`src/rtl/shared_cell_arbiter_pkg.sv`:
```
// Shared definitions for the shared_cell_arbiter block: FSM state encoding
// and default sizing.
package shared_cell_arbiter_pkg;

  localparam int NREQ_DEF = 4;
  localparam int W_DEF    = 6;
  localparam int IDW_DEF  = 2;

  typedef enum logic [1:0] {
    ST_IDLE  = 2'd0,
    ST_ISSUE = 2'd1,
    ST_RESP  = 2'd2
  } state_t;

endpackage

```
`src/rtl/shared_cell_arbiter_cells.sv`:
```
// Leaf cells of the arbiter: the round-robin picker and the 1-bit select
// cell that forms the shared datapath.
module rr_pick #(
  parameter int NREQ = 4,
  parameter int IDW  = 2
) (
  input  logic [NREQ-1:0] req,
  input  logic [NREQ-1:0] mask,
  input  logic [IDW-1:0]  last,
  output logic            found,
  output logic [IDW-1:0]  idx
);

  logic [NREQ-1:0]   eff_s;
  logic [2*NREQ-1:0] dbl_s;
  logic [2*NREQ-1:0] rot_full_s;
  logic [NREQ-1:0]   rot_s;
  int                off_s;
  int                sum_s;

  // Rotate so bit 0 is the slot after last, then take the lowest set bit.
  always_comb begin
    eff_s      = req & ~mask;
    dbl_s      = {eff_s, eff_s};
    rot_full_s = dbl_s >> (int'(last) + 32'sd1);
    rot_s      = rot_full_s[NREQ-1:0];
    found      = 1'b0;
    off_s      = 32'sd0;
    for (int k = NREQ - 1; k >= 0; k--) begin
      if (rot_s[k]) begin
        found = 1'b1;
        off_s = k;
      end else begin
        off_s = off_s;
      end
    end
    sum_s = int'(last) + 32'sd1 + off_s;
    if (sum_s >= NREQ) begin
      sum_s = sum_s - NREQ;
    end else begin
      sum_s = sum_s;
    end
    idx = IDW'(sum_s);
  end

endmodule

module sel_cell (
  input  logic a,
  input  logic b,
  output logic z
);

  assign z = a ? a : b;

endmodule

```
`src/rtl/shared_cell_arbiter.sv`:
```
// Round-robin arbiter sharing one bitwise select datapath among NREQ
// requesters: grant, operand capture, tagged response.
module shared_cell_arbiter
  import shared_cell_arbiter_pkg::*;
#(
  parameter int NREQ = NREQ_DEF,
  parameter int W    = W_DEF,
  parameter int IDW  = IDW_DEF
) (
  input  logic              clk,
  input  logic              rst,
  input  logic              en,
  input  logic [NREQ-1:0]   req,
  input  logic [NREQ*W-1:0] a_flat,
  input  logic [NREQ*W-1:0] b_flat,
  output logic [NREQ-1:0]   gnt,
  output logic              rsp_valid,
  output logic [IDW-1:0]    rsp_id,
  output logic [W-1:0]      rsp_data,
  output logic              busy
);

  state_t          state_r;
  logic [IDW-1:0]  cur_id_r;
  logic [IDW-1:0]  last_r;
  logic [NREQ-1:0] gnt_r;
  logic            rsp_valid_r;
  logic [IDW-1:0]  rsp_id_r;
  logic [W-1:0]    op_a_r;
  logic [W-1:0]    op_b_r;
  logic            busy_r;

  logic [NREQ-1:0] pick_mask_s;
  logic [IDW-1:0]  pick_last_s;
  logic            pick_found_s;
  logic [IDW-1:0]  pick_idx_s;
  logic [W-1:0]    a_sel_s;
  logic [W-1:0]    b_sel_s;
  logic [W-1:0]    res_s;

  function automatic logic [NREQ-1:0] onehot(input logic [IDW-1:0] id);
    logic [NREQ-1:0] v;
    v = '0;
    for (int i = 0; i < NREQ; i++) begin
      v[i] = (id == IDW'(i));
    end
    return v;
  endfunction

  // In RESP the picker must already see the updated last and skip the
  // requester just served, whose req may still be high for this cycle.
  always_comb begin
    if (state_r == ST_RESP) begin
      pick_last_s = cur_id_r;
      pick_mask_s = onehot(cur_id_r);
    end else begin
      pick_last_s = last_r;
      pick_mask_s = '0;
    end
  end

  rr_pick #(.NREQ(NREQ), .IDW(IDW)) u_pick (
    .req   (req),
    .mask  (pick_mask_s),
    .last  (pick_last_s),
    .found (pick_found_s),
    .idx   (pick_idx_s)
  );

  // Operand mux for the requester currently holding the grant.
  always_comb begin
    a_sel_s = '0;
    b_sel_s = '0;
    for (int i = 0; i < NREQ; i++) begin
      if (cur_id_r == IDW'(i)) begin
        a_sel_s = a_flat[i*W +: W];
        b_sel_s = b_flat[i*W +: W];
      end else begin
        a_sel_s = a_sel_s;
        b_sel_s = b_sel_s;
      end
    end
  end

  // Arbitration FSM; every output is a register loaded on state entry.
  always_ff @(posedge clk or posedge rst) begin
    if (rst) begin
      state_r     <= ST_IDLE;
      cur_id_r    <= '0;
      last_r      <= IDW'(NREQ - 1);
      gnt_r       <= '0;
      rsp_valid_r <= 1'b0;
      rsp_id_r    <= '0;
      op_a_r      <= '0;
      op_b_r      <= '0;
      busy_r      <= 1'b0;
    end else begin
      case (state_r)
        ST_IDLE: begin
          rsp_valid_r <= 1'b0;
          if (en && pick_found_s) begin
            state_r  <= ST_ISSUE;
            cur_id_r <= pick_idx_s;
            gnt_r    <= onehot(pick_idx_s);
            busy_r   <= 1'b1;
          end else begin
            gnt_r  <= '0;
            busy_r <= 1'b0;
          end
        end
        ST_ISSUE: begin
          // Operands are taken here even if the requester dropped req early.
          gnt_r       <= '0;
          op_a_r      <= a_sel_s;
          op_b_r      <= b_sel_s;
          rsp_valid_r <= 1'b1;
          rsp_id_r    <= cur_id_r;
          busy_r      <= 1'b1;
          state_r     <= ST_RESP;
        end
        ST_RESP: begin
          rsp_valid_r <= 1'b0;
          last_r      <= cur_id_r;
          if (en && pick_found_s) begin
            state_r  <= ST_ISSUE;
            cur_id_r <= pick_idx_s;
            gnt_r    <= onehot(pick_idx_s);
            busy_r   <= 1'b1;
          end else begin
            state_r <= ST_IDLE;
            gnt_r   <= '0;
            busy_r  <= 1'b0;
          end
        end
        default: begin
          state_r     <= ST_IDLE;
          gnt_r       <= '0;
          rsp_valid_r <= 1'b0;
          busy_r      <= 1'b0;
        end
      endcase
    end
  end

  for (genvar g = 0; g < W; g++) begin : g_cell
    sel_cell u_cell (
      .a (op_a_r[g]),
      .b (op_b_r[g]),
      .z (res_s[g])
    );
  end

  assign gnt       = gnt_r;
  assign rsp_valid = rsp_valid_r;
  assign rsp_id    = rsp_id_r;
  assign rsp_data  = res_s;
  assign busy      = busy_r;

endmodule

```
`config.mk`:
```
export PLATFORM = sky130hd
export DESIGN_NAME = shared_cell_arbiter
export DESIGN_NICKNAME = d
export VERILOG_FILES = /design/src/rtl/shared_cell_arbiter_pkg.sv /design/src/rtl/shared_cell_arbiter_cells.sv /design/src/rtl/shared_cell_arbiter.sv
export SDC_FILE = /design/constraint.sdc
export NUM_CORES = 1
export LEC_CHECK = 0
export BUFFER_PORTS_ARGS = -buffer_cell sky130_fd_sc_hd__buf_2
export CELL_PAD_IN_SITES_DETAIL_PLACEMENT = 1
export CELL_PAD_IN_SITES_GLOBAL_PLACEMENT = 1
export CORE_ASPECT_RATIO = 1.1
export CORE_MARGIN = 8
export CORE_UTILIZATION = 40
export CTS_CLUSTER_SIZE = 16
export DETAILED_ROUTE_END_ITERATION = 16
export PLACE_DENSITY_LB_ADDON = 0.1
export SETUP_SLACK_MARGIN = 0.1
export SLEW_MARGIN = 5
export SYNTH_ARGS = -nofsm -noshare
export SYNTH_HDL_FRONTEND = slang
export SYNTH_SLANG_ARGS = --single-unit
```
`constraint.sdc`:
```
create_clock -name clk -period 4.4 [get_ports clk]
set_input_delay 0 -clock clk [delete_from_list [all_inputs] [get_ports clk]]
set_output_delay 0 -clock clk [all_outputs]
set_load 0.005 [all_outputs]
```
==> metrics <==
Area Growth Syn to Fin=23.35%; worst flop-to-flop path startpoint=cur_id_r[1]$_DFFE_PP0P_; fill count=463; global-route usage over all layers=13.75%; TritonCTS Sinks=26; DR WL/cell=18.02 um; Mapped Nets=192; Die Area=6557 sq um; top_reg_cell synth=dfrtp_1; CP max-delay cell=dfrtp_1; max_slew headroom=32.98%; CTS root buf=clkbuf_8; CTS Buffer Depth=2; most frequent cells in the layout=buf_2 (68), dfrtp_1 (24), mux2_2 (14); TritonCTS clock tree=built; drt total wl=around 4500 um; Power Density=545.5 nW/um^2; Antenna Cells=0; critical path arrival=2.94 ns; EDFF count, synth=0; Reg power frac=39.5%; commonest non-fill, non-tap cell in the layout=buf_2; Post-CTS Setup Repair Bufs=0; FF-to-FF End=gnt[0]$_DFF_PP0_; critical path class=reg2reg; run status=completed; R2R cell count=9; Initial Util=about two fifths; family with the most delay on the worst path=compound AO/OA/AOI/OAI gates; chip width=77.94 um; min-delay worst type=in2reg; crit path from=cur_id_r[1]$_DFFE_PP0P_; Post-synth ARST share=100.0%; reg2reg setup slack=about 1.6 ns; #FFs+latches synth=26; Tightest Pin Transition=1.004 ns; vias in the first global route=approximately 1500; Clock Latency Late Sink=0.27 ns; I/O pin total=69; crit path launch type=flip-flop; Final ANT Viol Nets=0; sw frac=around 36%; Hold Fails Final Rpt=0; Crit path buffers/inverters=0; drt drc=0; Clk pin slew, worst setup/hold paths=roughly 0.090 ns; Syn Area/Cell=about 12 sq um; vias=1351; PortBufs=between 60 and 70; Synth warnings=0; initial antenna violation count=0; top fanout value on the critical path=23; min Tclk post-route=2.775 ns; Leakage=~0.97 nW; HPWL Detailed=3696 um; Finished Core Util=51.74%; vias per inst=roughly 5.4; CP endpoint kind=flip-flop; Power Internal=0.0007308 W; RSZ-0062 raised after global routing=false; net switching power=just over 0.0004 W; site row count=24; worst clock skew=~0.0023 ns; post-cts repair resize count=0; final worst-path cycle share=63.08%; final number of setup-violating endpoints=0; Clk pwr share=between 10 and 15%; Cell variety after synth=46; max-cap violations=0; GRT overflow=0; Setup TNS=0 ns; share of cells above drive strength 1=60.50%; Peak Freq=360.3 MHz; post-synthesis cell count=approximately 140; peak supply drop=221.9 uV; Mapped Area=1688 sq um; die height=around 84 um; Hold EP=cur_id_r[1]$_DFFE_PP0P_; combinational share of power=48.3%; GPL Wtd Cong=0.8528; total core area=4024 sq um; WP data required=4.57 ns; 1st-pass router iterations=4; Min-Delay Startpoint=en; cell breakdown of the critical path=o21ai_0 > a21oi_1 > a22oi_1 > o211ai_1 > o31ai_1 > ha_1 > xor2_1 > and3_4 > o21ba_2; first-pass GRT wire length=7272 um; Slew Viols, Final=0; largest net degree at the start of global routing=27; Nets=257; number of buffers created by CTS=3; Initial DRC Count=24; hold path cells=3; register area share after synthesis=38.70%; Largest stage delay, worst path=just over 0.9 ns; htree depth=1
==> flip-flops by register name (all words and copies together) (netlist names) <==
signal	count
busy	1
rsp_valid	1
op_b_r	6
op_a_r	6
gnt	4
state_r	2
rsp_id	2
cur_id_r	2
last_r	2
==> cells by family (layout without fill, tap and decap cells) <==
group | after synthesis | after routing | share of synthesized area [%]
multiplexers | 29 | 29 | 27.13
buffers and inverters | 18 | 82 | 6.374
XOR/XNOR | 1 | 1 | 0.5190
adder cells (fa/ha/maj) | 1 | 1 | 0.7412
AND/OR/NAND/NOR | 32 | 32 | 11.49
flip-flops | 26 | 26 | 38.70
AO/OA/AOI/OAI | 29 | 29 | 15.05
==> per-layer routing <==
metal / share of wire, % / GRT usage [%]
met5: 0 / 0
met4: 2.3 / 6.071
met3: 4.9 / 3.092
met2: 53 / 25.10
met1: 40 / 14.68
==> power by group through the flow <==
| stage | combinational, W | sequential [W] | clock [W] |
|---|---|---|---|
| floorplan | 0.000492 | 0.000398 | 0 |
| global placement | 0.000536 | 0.000446 | 0 |
| detailed placement | 0.000558 | 0.000455 | 0 |
| CTS | 0.000561 | 0.000450 | 0.000144 |
| global route | 0.000606 | 0.000468 | 0.000152 |
| finish | 0.000548 | 0.000448 | 0.000139 |
==> worst reg2reg max path, stage by stage (launching register included) <==
cell,delay [ns]
dfrtp_1,0.91
o21ai_0,0.21
a21oi_1,0.37
a22oi_1,0.15
o211ai_1,0.17
o31ai_1,0.10
ha_1,0.19
xor2_1,0.18
and3_4,0.19
o21ba_2,0.20
==> Yosys cell counts (all sizes together) (3+ instances only) <==
cell type	number	share of area (%)
dfrtp	24	36
mux2	14	9.3
mux4	12	16
buf	10	4.6
a21oi	7	3.2
inv	7	1.6
nand2b	7	2.7
nor2	7	1.6
o21ai	6	1.8
or2	6	2.2
mux2i	3	1.8
nand2	3	0.67
o31ai	3	1.9
==> final cells by class <==
class | instances | area, sq um | area share (%)
well taps | 52 | 65.06 | 3.125
inverters | 7 | 26.28 | 1.262
flip-flops and latches | 26 | 653.1 | 31.37
multi-input cells | 92 | 927.1 | 44.53
clock buffers | 4 | 45.04 | 2.163
repair buffers | 71 | 365.4 | 17.55
==> worst max path at each step <==
| stage | to | slack [ns] | cells after the start |
|---|---|---|---|
| after floorplan | gnt[0]$_DFF_PP0_ | 2.23 | 11 |
| after global placement | gnt[0]$_DFF_PP0_ | 1.72 | 9 |
| after detailed placement | gnt[0]$_DFF_PP0_ | 1.62 | 9 |
| after CTS | gnt[0]$_DFF_PP0_ | 1.61 | 9 |
| after global routing | gnt[2]$_DFF_PP0_ | 1.40 | 9 |
| final | gnt[0]$_DFF_PP0_ | 1.62 | 9 |
==> stage by stage <==
stage	cells	hold slack [ns]	cell area, sq um	power [W]	worst slack, ns
2_1_floorplan	136	0.03854	1688	0.0008900	2.234
3_3_place_gp	247	0.2685	2027	0.0009827	1.719
3_5_place_dp	247	0.3005	2027	0.001013	1.619
4_1_cts	252	0.03392	2082	0.001155	1.608
5_1_grt	252	0.03825	2082	0.001226	1.404
6_report	252	0.03361	2082	0.001136	1.625
==> what timing repair did <==
action,4_1_cts,5_1_grt
hold endpoints to repair,8,0
hold buffers,1,0
endpoints found under the setup margin,0,0
(Power assumes the default switching activity.)
